[config.mk]
export PLATFORM = sky130hd
export DESIGN_NAME = alu_seq
export DESIGN_NICKNAME = d
export VERILOG_FILES = /design/src/rtl/alu_seq_pkg.sv /design/src/rtl/alu_seq_muldiv.sv /design/src/rtl/alu_seq.sv
export SDC_FILE = /design/constraint.sdc
export NUM_CORES = 1
export LEC_CHECK = 0
export BUFFER_PORTS_ARGS = -buffer_cell sky130_fd_sc_hd__buf_2
export CAP_MARGIN = 20
export CORE_MARGIN = 2
export CORE_UTILIZATION = 30
export DETAILED_ROUTE_END_ITERATION = 10
export HOLD_SLACK_MARGIN = 0.05
export SLEW_MARGIN = 20
export SYNTH_ARGS = -nofsm -noshare
export SYNTH_HDL_FRONTEND = slang
export SYNTH_SLANG_ARGS = --single-unit
[constraint.sdc]
create_clock -name clk -period 8.3 [get_ports clk]
set_input_delay 0.83 -clock clk [delete_from_list [all_inputs] [get_ports clk]]
set_output_delay 0.83 -clock clk [all_outputs]
set_load 0.02 [all_outputs]
[src/rtl/alu_seq_pkg.sv]
// Shared definitions for the multi-cycle ALU: opcodes, flag bit positions,
// handshake FSM encoding and the opcode classifier used by the top.
// Optional divider: build with ALU_SEQ_DIV_EN defined to enable opcode 0111.
package alu_seq_pkg;

  localparam logic [3:0] OP_ADD = 4'b0000;
  localparam logic [3:0] OP_SUB = 4'b0001;
  localparam logic [3:0] OP_AND = 4'b0010;
  localparam logic [3:0] OP_ORR = 4'b0011;
  localparam logic [3:0] OP_LSL = 4'b0100;
  localparam logic [3:0] OP_LSR = 4'b0101;
  localparam logic [3:0] OP_MUL = 4'b0110;
  localparam logic [3:0] OP_DIV = 4'b0111;
  localparam logic [3:0] OP_ASR = 4'b1000;
  localparam logic [3:0] OP_EOR = 4'b1001;

  localparam int FLAG_N = 3;
  localparam int FLAG_Z = 2;
  localparam int FLAG_C = 1;
  localparam int FLAG_V = 0;

  typedef enum logic [1:0] {
    ST_IDLE = 2'd0,
    ST_EXEC = 2'd1,
    ST_DONE = 2'd2
  } state_t;

  // Opcodes that run on the iterative engine rather than the one-cycle datapath.
  function automatic logic is_iterative(input logic [3:0] op_code);
`ifdef ALU_SEQ_DIV_EN
    return (op_code == OP_MUL) || (op_code == OP_DIV);
`else
    return (op_code == OP_MUL);
`endif
  endfunction

endpackage

[src/rtl/alu_seq_muldiv.sv]
// Iterative engine: unsigned shift-add multiplier retiring MUL_STEP bits per
// cycle, plus a restoring divider when ALU_SEQ_DIV_EN is defined.
// Operands load on start; a down-counter runs the iterations and done is the
// terminal count while busy.
module alu_seq_muldiv #(
  parameter int WIDTH    = 32,
  parameter int MUL_STEP = 1
) (
  input  logic             clk,
  input  logic             reset,
`ifdef ALU_SEQ_DIV_EN
  input  logic             is_div,
`endif
  input  logic             start,
  input  logic [WIDTH-1:0] a,
  input  logic [WIDTH-1:0] b,
  output logic             busy,
  output logic             done,
  output logic [WIDTH-1:0] result
);
  import alu_seq_pkg::*;

  localparam int CW = $clog2(WIDTH) + 1;
  localparam logic [CW-1:0] MUL_CNT = CW'(WIDTH / MUL_STEP);

  logic [CW-1:0]    cnt;
  logic [WIDTH-1:0] acc;   // product accumulator / partial remainder
  logic [WIDTH-1:0] opa;   // shifted multiplicand / quotient shift register
  logic [WIDTH-1:0] opb;   // multiplier shifted down / divisor
  logic [WIDTH-1:0] mul_acc;

  // One multiplier step: add the multiplicand for each set low multiplier bit.
  always_comb begin
    mul_acc = acc;
    for (int i = 0; i < MUL_STEP; i++) begin
      if (opb[i]) mul_acc = mul_acc + (opa << i);
    end
  end

`ifdef ALU_SEQ_DIV_EN
  localparam logic [CW-1:0] DIV_CNT = CW'(WIDTH);
  logic             div_q;
  logic [WIDTH:0]   r_sh;
  logic             r_ge;
  logic [WIDTH-1:0] rem_n;
  logic [WIDTH-1:0] quo_n;

  // One restoring-divide step; the remainder always fits WIDTH bits after subtract.
  always_comb begin
    r_sh  = {acc, opa[WIDTH-1]};
    r_ge  = (r_sh >= {1'b0, opb});
    rem_n = r_ge ? (r_sh[WIDTH-1:0] - opb) : r_sh[WIDTH-1:0];
    quo_n = {opa[WIDTH-2:0], r_ge};
  end

  assign result = div_q ? opa : acc;
`else
  assign result = acc;
`endif

  assign done = busy && (cnt == '0);

  // Operand load on start, then one iteration per cycle until the counter expires.
  always_ff @(posedge clk or posedge reset) begin
    if (reset) begin
      busy <= 1'b0;
      cnt  <= '0;
      acc  <= '0;
      opa  <= '0;
      opb  <= '0;
`ifdef ALU_SEQ_DIV_EN
      div_q <= 1'b0;
`endif
    end else if (start) begin
      busy <= 1'b1;
      acc  <= '0;
      opa  <= a;
      opb  <= b;
`ifdef ALU_SEQ_DIV_EN
      div_q <= is_div;
      cnt   <= is_div ? DIV_CNT : MUL_CNT;
`else
      cnt   <= MUL_CNT;
`endif
    end else if (busy) begin
      if (cnt != '0) begin
        cnt <= cnt - CW'(1);
`ifdef ALU_SEQ_DIV_EN
        if (div_q) begin
          acc <= rem_n;
          opa <= quo_n;
        end else begin
          acc <= mul_acc;
          opa <= opa << MUL_STEP;
          opb <= opb >> MUL_STEP;
        end
`else
        acc <= mul_acc;
        opa <= opa << MUL_STEP;
        opb <= opb >> MUL_STEP;
`endif
      end else begin
        busy <= 1'b0;
      end
    end
  end

endmodule

[src/rtl/alu_seq.sv]
// Multi-cycle ALU top: valid/ready handshake FSM, single-cycle datapath,
// iterative MUL/DIV engine and registered result/NZCV flags.
// Optional divider: define ALU_SEQ_DIV_EN; otherwise opcode 0111 is illegal.
//
// state   | meaning
// IDLE    | ready for a request; in_ready high
// EXEC    | operands captured; one cycle, or until the engine finishes
// DONE    | out_valid high; result/flags held until out_ready
module alu_seq #(
  parameter int WIDTH    = 32,
  parameter int MUL_STEP = 1
) (
  input  logic             clk,
  input  logic             reset,
  input  logic             in_valid,
  output logic             in_ready,
  input  logic [3:0]       op,
  input  logic [WIDTH-1:0] a,
  input  logic [WIDTH-1:0] b,
  output logic             out_valid,
  input  logic             out_ready,
  output logic [WIDTH-1:0] result,
  output logic [3:0]       flags
);
  import alu_seq_pkg::*;

  localparam int SHW = $clog2(WIDTH);

  state_t           state, state_n;
  logic [3:0]       op_q;
  logic [WIDTH-1:0] a_q, b_q;
  logic             accept, load_out;
  logic             eng_start, eng_busy, eng_done;
  logic [WIDTH-1:0] eng_result;
  logic             sub_op;
  logic [WIDTH-1:0] b_eff;
  logic [WIDTH:0]   sum;
  logic [SHW-1:0]   shamt;
  logic             shift_big;
  logic [WIDTH-1:0] alu_res;
  logic             alu_c, alu_v;
  logic [3:0]       alu_flg;

  assign in_ready  = (state == ST_IDLE) && !eng_busy;
  assign out_valid = (state == ST_DONE);
  assign accept    = in_valid && in_ready;
  assign eng_start = accept && is_iterative(op);

  alu_seq_muldiv #(.WIDTH(WIDTH), .MUL_STEP(MUL_STEP)) u_muldiv (
    .clk    (clk),
    .reset  (reset),
`ifdef ALU_SEQ_DIV_EN
    .is_div (op == OP_DIV),
`endif
    .start  (eng_start),
    .a      (a),
    .b      (b),
    .busy   (eng_busy),
    .done   (eng_done),
    .result (eng_result)
  );

  // State register.
  always_ff @(posedge clk or posedge reset) begin
    if (reset) state <= ST_IDLE;
    else       state <= state_n;
  end

  // Next-state and output-register load enable.
  always_comb begin
    state_n  = state;
    load_out = 1'b0;
    case (state)
      ST_IDLE: if (accept) state_n = ST_EXEC;
      ST_EXEC: begin
        if (!is_iterative(op_q) || eng_done) begin
          load_out = 1'b1;
          state_n  = ST_DONE;
        end
      end
      ST_DONE: if (out_ready) state_n = ST_IDLE;
      default: state_n = ST_IDLE;
    endcase
  end

  // Capture the request on accept so later input changes are ignored.
  always_ff @(posedge clk or posedge reset) begin
    if (reset) begin
      op_q <= '0;
      a_q  <= '0;
      b_q  <= '0;
    end else if (accept) begin
      op_q <= op;
      a_q  <= a;
      b_q  <= b;
    end
  end

  assign sub_op    = (op_q == OP_SUB);
  assign b_eff     = sub_op ? ~b_q : b_q;
  assign sum       = {1'b0, a_q} + {1'b0, b_eff} + {{WIDTH{1'b0}}, sub_op};
  assign shamt     = b_q[SHW-1:0];
  assign shift_big = |b_q[WIDTH-1:SHW];

  // Datapath result and flags for the captured opcode.
  always_comb begin
    alu_res = '0;
    alu_c   = 1'b0;
    alu_v   = 1'b0;
    case (op_q)
      OP_ADD, OP_SUB: begin
        alu_res = sum[WIDTH-1:0];
        alu_c   = sum[WIDTH];
        alu_v   = (a_q[WIDTH-1] == b_eff[WIDTH-1]) && (sum[WIDTH-1] != a_q[WIDTH-1]);
      end
      OP_AND: alu_res = a_q & b_q;
      OP_ORR: alu_res = a_q | b_q;
      OP_EOR: alu_res = a_q ^ b_q;
      OP_LSL: alu_res = shift_big ? '0 : (a_q << shamt);
      OP_LSR: alu_res = shift_big ? '0 : (a_q >> shamt);
      OP_ASR: alu_res = shift_big ? {WIDTH{a_q[WIDTH-1]}} : $unsigned($signed(a_q) >>> shamt);
      OP_MUL: alu_res = eng_result;
`ifdef ALU_SEQ_DIV_EN
      OP_DIV: begin
        alu_res = eng_result;
        alu_v   = (b_q == '0);
      end
`endif
      default: alu_res = '0;
    endcase
    alu_flg         = '0;
    alu_flg[FLAG_N] = alu_res[WIDTH-1];
    alu_flg[FLAG_Z] = (alu_res == '0);
    alu_flg[FLAG_C] = alu_c;
    alu_flg[FLAG_V] = alu_v;
  end

  // Output registers; held through DONE until the consumer takes them.
  always_ff @(posedge clk or posedge reset) begin
    if (reset) begin
      result <= '0;
      flags  <= '0;
    end else if (load_out) begin
      result <= alu_res;
      flags  <= alu_flg;
    end
  end

endmodule
# ---- Yosys cells after proc, flatten, opt, wreduce, memory -nomap -nowiden
# Index checks and enable logic that the tools add are counted.
dict set report totals {
  ff_bits 209
  wordCells 88
  inputBits 72
}
dict set report classes {
  addsub 4
  n_mux 29
  n_reduce_logical 21
  shift 3
  n_eq_ne 16
  bitwise_logic 4
}
# operator n
set ops {}
lappend ops {{$mux 32} 14}
lappend ops {{$pmux 32 s8} 1}
lappend ops {{$add 32x32->33} 1}
lappend ops {{$add 33x1->33} 1}
lappend ops {{$add 32x32->32} 1}
lappend ops {{$and 32x32->32} 1}
lappend ops {{$logic_not 32->1} 1}
lappend ops {{$not 32->32} 1}
lappend ops {{$or 32x32->32} 1}
lappend ops {{$shl 32x5->32} 1}
lappend ops {{$shr 32x5->32} 1}
lappend ops {{$sshr 32x5->32} 1}
lappend ops {{$xor 32x32->32} 1}
lappend ops {{$reduce_or 27->1} 1}
lappend ops {{$mux 6} 3}
lappend ops {{$eq 4x3->1 const B} 4}
lappend ops {{$eq 4x2->1 const B} 2}
lappend ops {{$eq 4x4->1 const B} 2}
lappend ops {{$mux 1} 7}
lappend ops {{$logic_not 6->1} 1}
lappend ops {{$mux 2} 3}
lappend ops {{$pmux 2 s3} 1}
lappend ops {{$reduce_and 3->1} 2}
lappend ops {{$reduce_bool 2->1} 3}
lappend ops {{other kinds (16)} 22}

# ---- Logic depth before layout (Yosys ltp)
dict set report logic_depth {
  depth_word 7
  ltp_mapped 18
}

# ---- Cells and area by module
# A second synthesis with hierarchy kept.
dict set report hier_totals {
  hier_cells 2362
  area_unflattened_um2 19866.6
}
# module instances seq_area_each_um2 area_per_inst_um2 cells_each
set by_module_without_submodules {}
lappend by_module_without_submodules {alu_seq 1 2627.5 13531.7 1643}
lappend by_module_without_submodules {alu_seq_muldiv 1 2577.5 6334.8 719}

# ---- Least setup slack after synthesis
# OpenSTA, ideal clock, no wires.
dict set report synth_path {
  path_type {reg-to-reg}
  from {register b_q[0]}
  to {register flags[2]}
  setup_time_ns 0.104
  stages_incl_launch_ff 18
  period_less_slack_ns 4.369
  required_time_ns 8.196
  arrival_time_ns 4.266
  setup_slack_ns 3.931
  path_cell_list {dfrtp_1 -> buf_2 -> inv_1 -> buf_4 -> clkbuf_1 -> clkbuf_1 -> a21boi_0 -> fa_1 -> nor2b_1 -> o221a_2 -> nor2_1 -> o22ai_1 -> o21ai_1 -> a21oi_1 -> mux2i_1 -> nand3_1 -> or4_1 -> o41ai_2}
}
dict set report synth_between {
  elab_chain_cells 6
  word_cells_on_any_way 15
}
# item line
set synth_lines {}
lappend synth_lines {{start, declared} alu_seq.sv:31} ;# logic [WIDTH-1:0] a_q, b_q;
lappend synth_lines {{start signal, assigned} alu_seq.sv:91} ;# b_q <= '0;
lappend synth_lines {{start signal, assigned} alu_seq.sv:95} ;# b_q <= b;
lappend synth_lines {{$not 32->32} alu_seq.sv:100} ;# assign b_eff = sub_op ? ~b_q : b_q;
lappend synth_lines {{$mux 32} alu_seq.sv:100}
lappend synth_lines {{$add 32x32->33} alu_seq.sv:101} ;# assign sum = {1'b0, a_q} + {1'b0, b_eff} + {{WIDTH{1'b0}}, sub_op};
lappend synth_lines {{$add 33x1->33} alu_seq.sv:101}
lappend synth_lines {{$pmux 32 s8 (*)} alu_seq.sv:110} ;# case (op_q)
lappend synth_lines {{$logic_not 32->1 (*)} alu_seq.sv:133} ;# alu_flg[FLAG_Z] = (alu_res == '0);
lappend synth_lines {{end signal, assigned} alu_seq.sv:145} ;# flags <= alu_flg;
lappend synth_lines {{end, declared} alu_seq.sv:23} ;# output logic [3:0] flags
# Mark *: on every way between the ends. The rest lies on a longest branch, timed or not.
# A chain may end at the register's enable or synchronous reset.

# ---- Final worst setup path
dict set report layout_path {
  from {register op_q[0]}
  to {register flags[2]}
}
dict set report layout_between {
  elab_chain_cells 6
  word_cells_on_any_way 19
}
# item line
set layout_lines {}
lappend layout_lines {{start, declared} alu_seq.sv:30} ;# logic [3:0] op_q;
lappend layout_lines {{start signal, assigned} alu_seq.sv:93} ;# op_q <= op;
lappend layout_lines {{$eq 4x1->1} {alu_seq.sv:99, alu_seq.sv:110}}
lappend layout_lines {{$mux 32} alu_seq.sv:100}
lappend layout_lines {{$add 32x32->33} alu_seq.sv:101}
lappend layout_lines {{$add 33x1->33} alu_seq.sv:101}
lappend layout_lines {{$pmux 32 s8} alu_seq.sv:110}
lappend layout_lines {{$logic_not 32->1} alu_seq.sv:133}
# Several ways; a longest one is shown, not always the timed one.

==> results.txt <==
RePlAce Congestion = 1.06
Final core utilization = 0.341
Final instance area = 0.0210 mm2
DRC errors left = 0
Root buffer cell = clkbuf_16
Placeable Area = 0.0616 mm2
CP cell instances = nor4b_4 -> buf_4 -> xnor2_1 -> ha_1 -> nand2_1 -> nor2_1 -> a2111oi_0 -> a21boi_0 -> a41o_1 -> a41o_1 -> mux2i_1 -> a21oi_1 -> nand3_1 -> or4_1 -> o41ai_2
Pwr per Cell Area = 533 mW/mm2
Synth Instances = 2332
CP max-delay cell = dfrtp_1
Slew headroom = 0.269
Synth top area cells = dfrtp_1, ha_1, nand2_1
Initial Utilization = 0.303
Crit. End Element = register
Hold Buf Count CTS = 0
Max clock buf depth = 3
Ys async rst share = 1.00
Tot Pwr = 11.2 mW
Commonest non-fill, non-tap cells in the layout = nand2_1, o21ai_0, dfrtp_1
CP Data Arrival Time = 6.04 ns
Critical path class = register to register
Area leader, netlist = dfrtp_1
Die Span Y = 254 um
WL per Instance = 27.5 um
Slew @ Worst Pin = 1.08 ns
Largest net degree at the start of global routing = 108
Ys flop type = dfrtp_1
RSZ-0062 raised after global routing = false
CTS Buf Count = 26
Status = completed
Fin. Hold Viols = 0
Vias = 19000
# rows = 91
Crit path largest cell delay = 0.79 ns
Placed instance count = 3156
CTS tree = yes
Vias in the first global route = 18200
DRT iter0 DRCs = 2109
Maximum clock rate = 179 MHz
Drt via density = 5.95
Worst EP required = 8.77 ns
Final count of negative-setup-slack endpoints = 0
Post-route setup slack = 2.72 ns
Synth unique cells = 84
Leakage Power = 9.22 nW
Crit path time final = 5.58 ns
Total negative slack = 0 ns
IO Pins = 110
Die W = 254 um
Gr usage total = 0.269
Area grow syn2layout = 12.5%
Place WS = 2.83 ns
Hpwl dp = 66.9 mm
Worst path bufs/invs = 1
Syn_area_per_cell = 8.01 um2
Overall routed net length = 88.0 mm
Top Family by Delay on Critical Path = compound AO/OA/AOI/OAI gates
Hold WC Path Type = primary input to async pin
VDD IR max = 0.174 mV
Flops & latches, synth = 208
Antenna cells = 0
Final ANT Viol Nets = 0
Clock Skew = 0.0337 ns
# resized after CTS = 0
Pins over their slew limit = 0
Die area = 0.0643 mm2
Depth of the CTS H-tree = 1
Warnings from Yosys = 0
Crit-path max FO = 33
Share of post-route cells with drive strength above 1 = 0.126
Port-buffer cells = 109
Commonest non-fill, non-tap cell in the layout = nand2_1
Final nets = 2555
Overflow after GRT = 0
Dpl cell area = 0.0200 mm2
Post-Syn Area = 0.0187 mm2
MaxCap Viol Count = 0
Most used cell, CP = a41o_1
Post-Syn Nets = 2540
Setup bufs post-CTS = 0
Post-synth EDFFs = 0
# clock sinks = 208
Post-synth top area share = 0.279
Post-Layout Cell Count = 3203
Period utilization = 0.672
Clock Latency Late Sink = 0.57 ns
Pre-antenna DRT Iters = 6
Clock Pin Slew Worst Setup and Hold Paths = 0.06 ns
Post-synthesis sequential area ratio = 0.279
Worst hold margin = 0.406 ns
Global-route wire length before repair = 127 mm
Initial antenna violation count = 1
Crit start category = register
final cells by class:
class / count / area, um2
Fill cell: 6499 / 40600
Multi-Input combinational cell: 1862 / 12500
Sequential cell: 208 / 5220
Tap cell: 837 / 1050
Timing Repair Buffer: 156 / 911
Clock buffer: 37 / 772
Inverter: 93 / 357
Clock inverter: 10 / 240
logic make-up after synthesis:
group,share of synthesized area
buffers and inverters,0.0569
adders and majority gates,0.0919
and+or+nand+nor,0.189
AOI/OAI and AO/OA,0.237
xor gates and xnor gates,0.0375
muxes,0.109
DFF,0.279
routing by layer:
metal / vias to the layer above / part of all wire / global-route usage
li1: 8490 / - / -
met1: 9368 / 0.43 / 0.375
met2: 995 / 0.43 / 0.401
met3: 194 / 0.088 / 0.0452
met4: 0 / 0.056 / 0.136
met5: - / 0 / 0
Yosys cell counts, types with 6 or more instances:
library cell and n:
mux2_2 27, mux4_1 8, o21bai_1 12, xor2_1 18
dfrtp_1 208, ha_1 134, a31oi_1 48, and2_1 6
mux2i_1 80, xnor2_1 62, a211o_1 6, nand4_1 15
nor2_1 163, o211ai_1 32, nor2b_1 14, a211oi_1 29
a21o_1 17, or3_1 7, nand3_1 68, o22ai_1 27
a21oi_1 117, o21ai_0 211, nor4_1 11, or2_2 7
a221oi_1 21, nand2_1 435, a2111oi_0 10, buf_1 20
nand2b_1 19, o31ai_1 14, nor3_1 29, a22oi_1 51
inv_1 89, buf_2 31, and3_1 13, mux4_2 32
a22o_1 7, o221ai_1 14, clkbuf_1 110
flip-flops by register name, summed over array words and instances, names as in the netlist, 2 cells and up:
register,count
a_q,32
u_muldiv.cnt,6
state,2
u_muldiv.opa,32
result,32
u_muldiv.result,32
flags,3
op_q,4
u_muldiv.opb,32
b_q,32
path summary, 6_finish.rpt:
kind	endpoint	start	depth (start not counted)	slack, ns
worst min-delay path	b_q[4]	reset	2	0.41
worst max register to register	flags[2]	op_q[0]	15	2.72
worst min register to register	result[28]	result[28]	2	0.47
worst max-delay path	flags[2]	op_q[0]	15	2.72
min in group clk	state[1]	out_ready	2	0.44
max in group asynchronous	u_muldiv.cnt[3]	reset	3	6.88
worst register-to-register path, delay by kind of cell, from the launching register on:
kind	cells	cell delay (ns)
compound gates	6	2.06
fa+ha+maj	1	0.41
mux	1	0.13
flops	1	0.79
buf+inv	1	0.56
simple gates	5	1.13
xor+xnor	1	0.41
power by group:
| part | internal, mW | total [mW] | switching, mW |
|---|---|---|---|
| combinational | 2.64 | 7.62 | 4.98 |
| sequential | 1.44 | 2.25 | 0.804 |
| clock | 0.862 | 1.34 | 0.474 |
No activity file was read; power rests on OpenSTA's default activity.
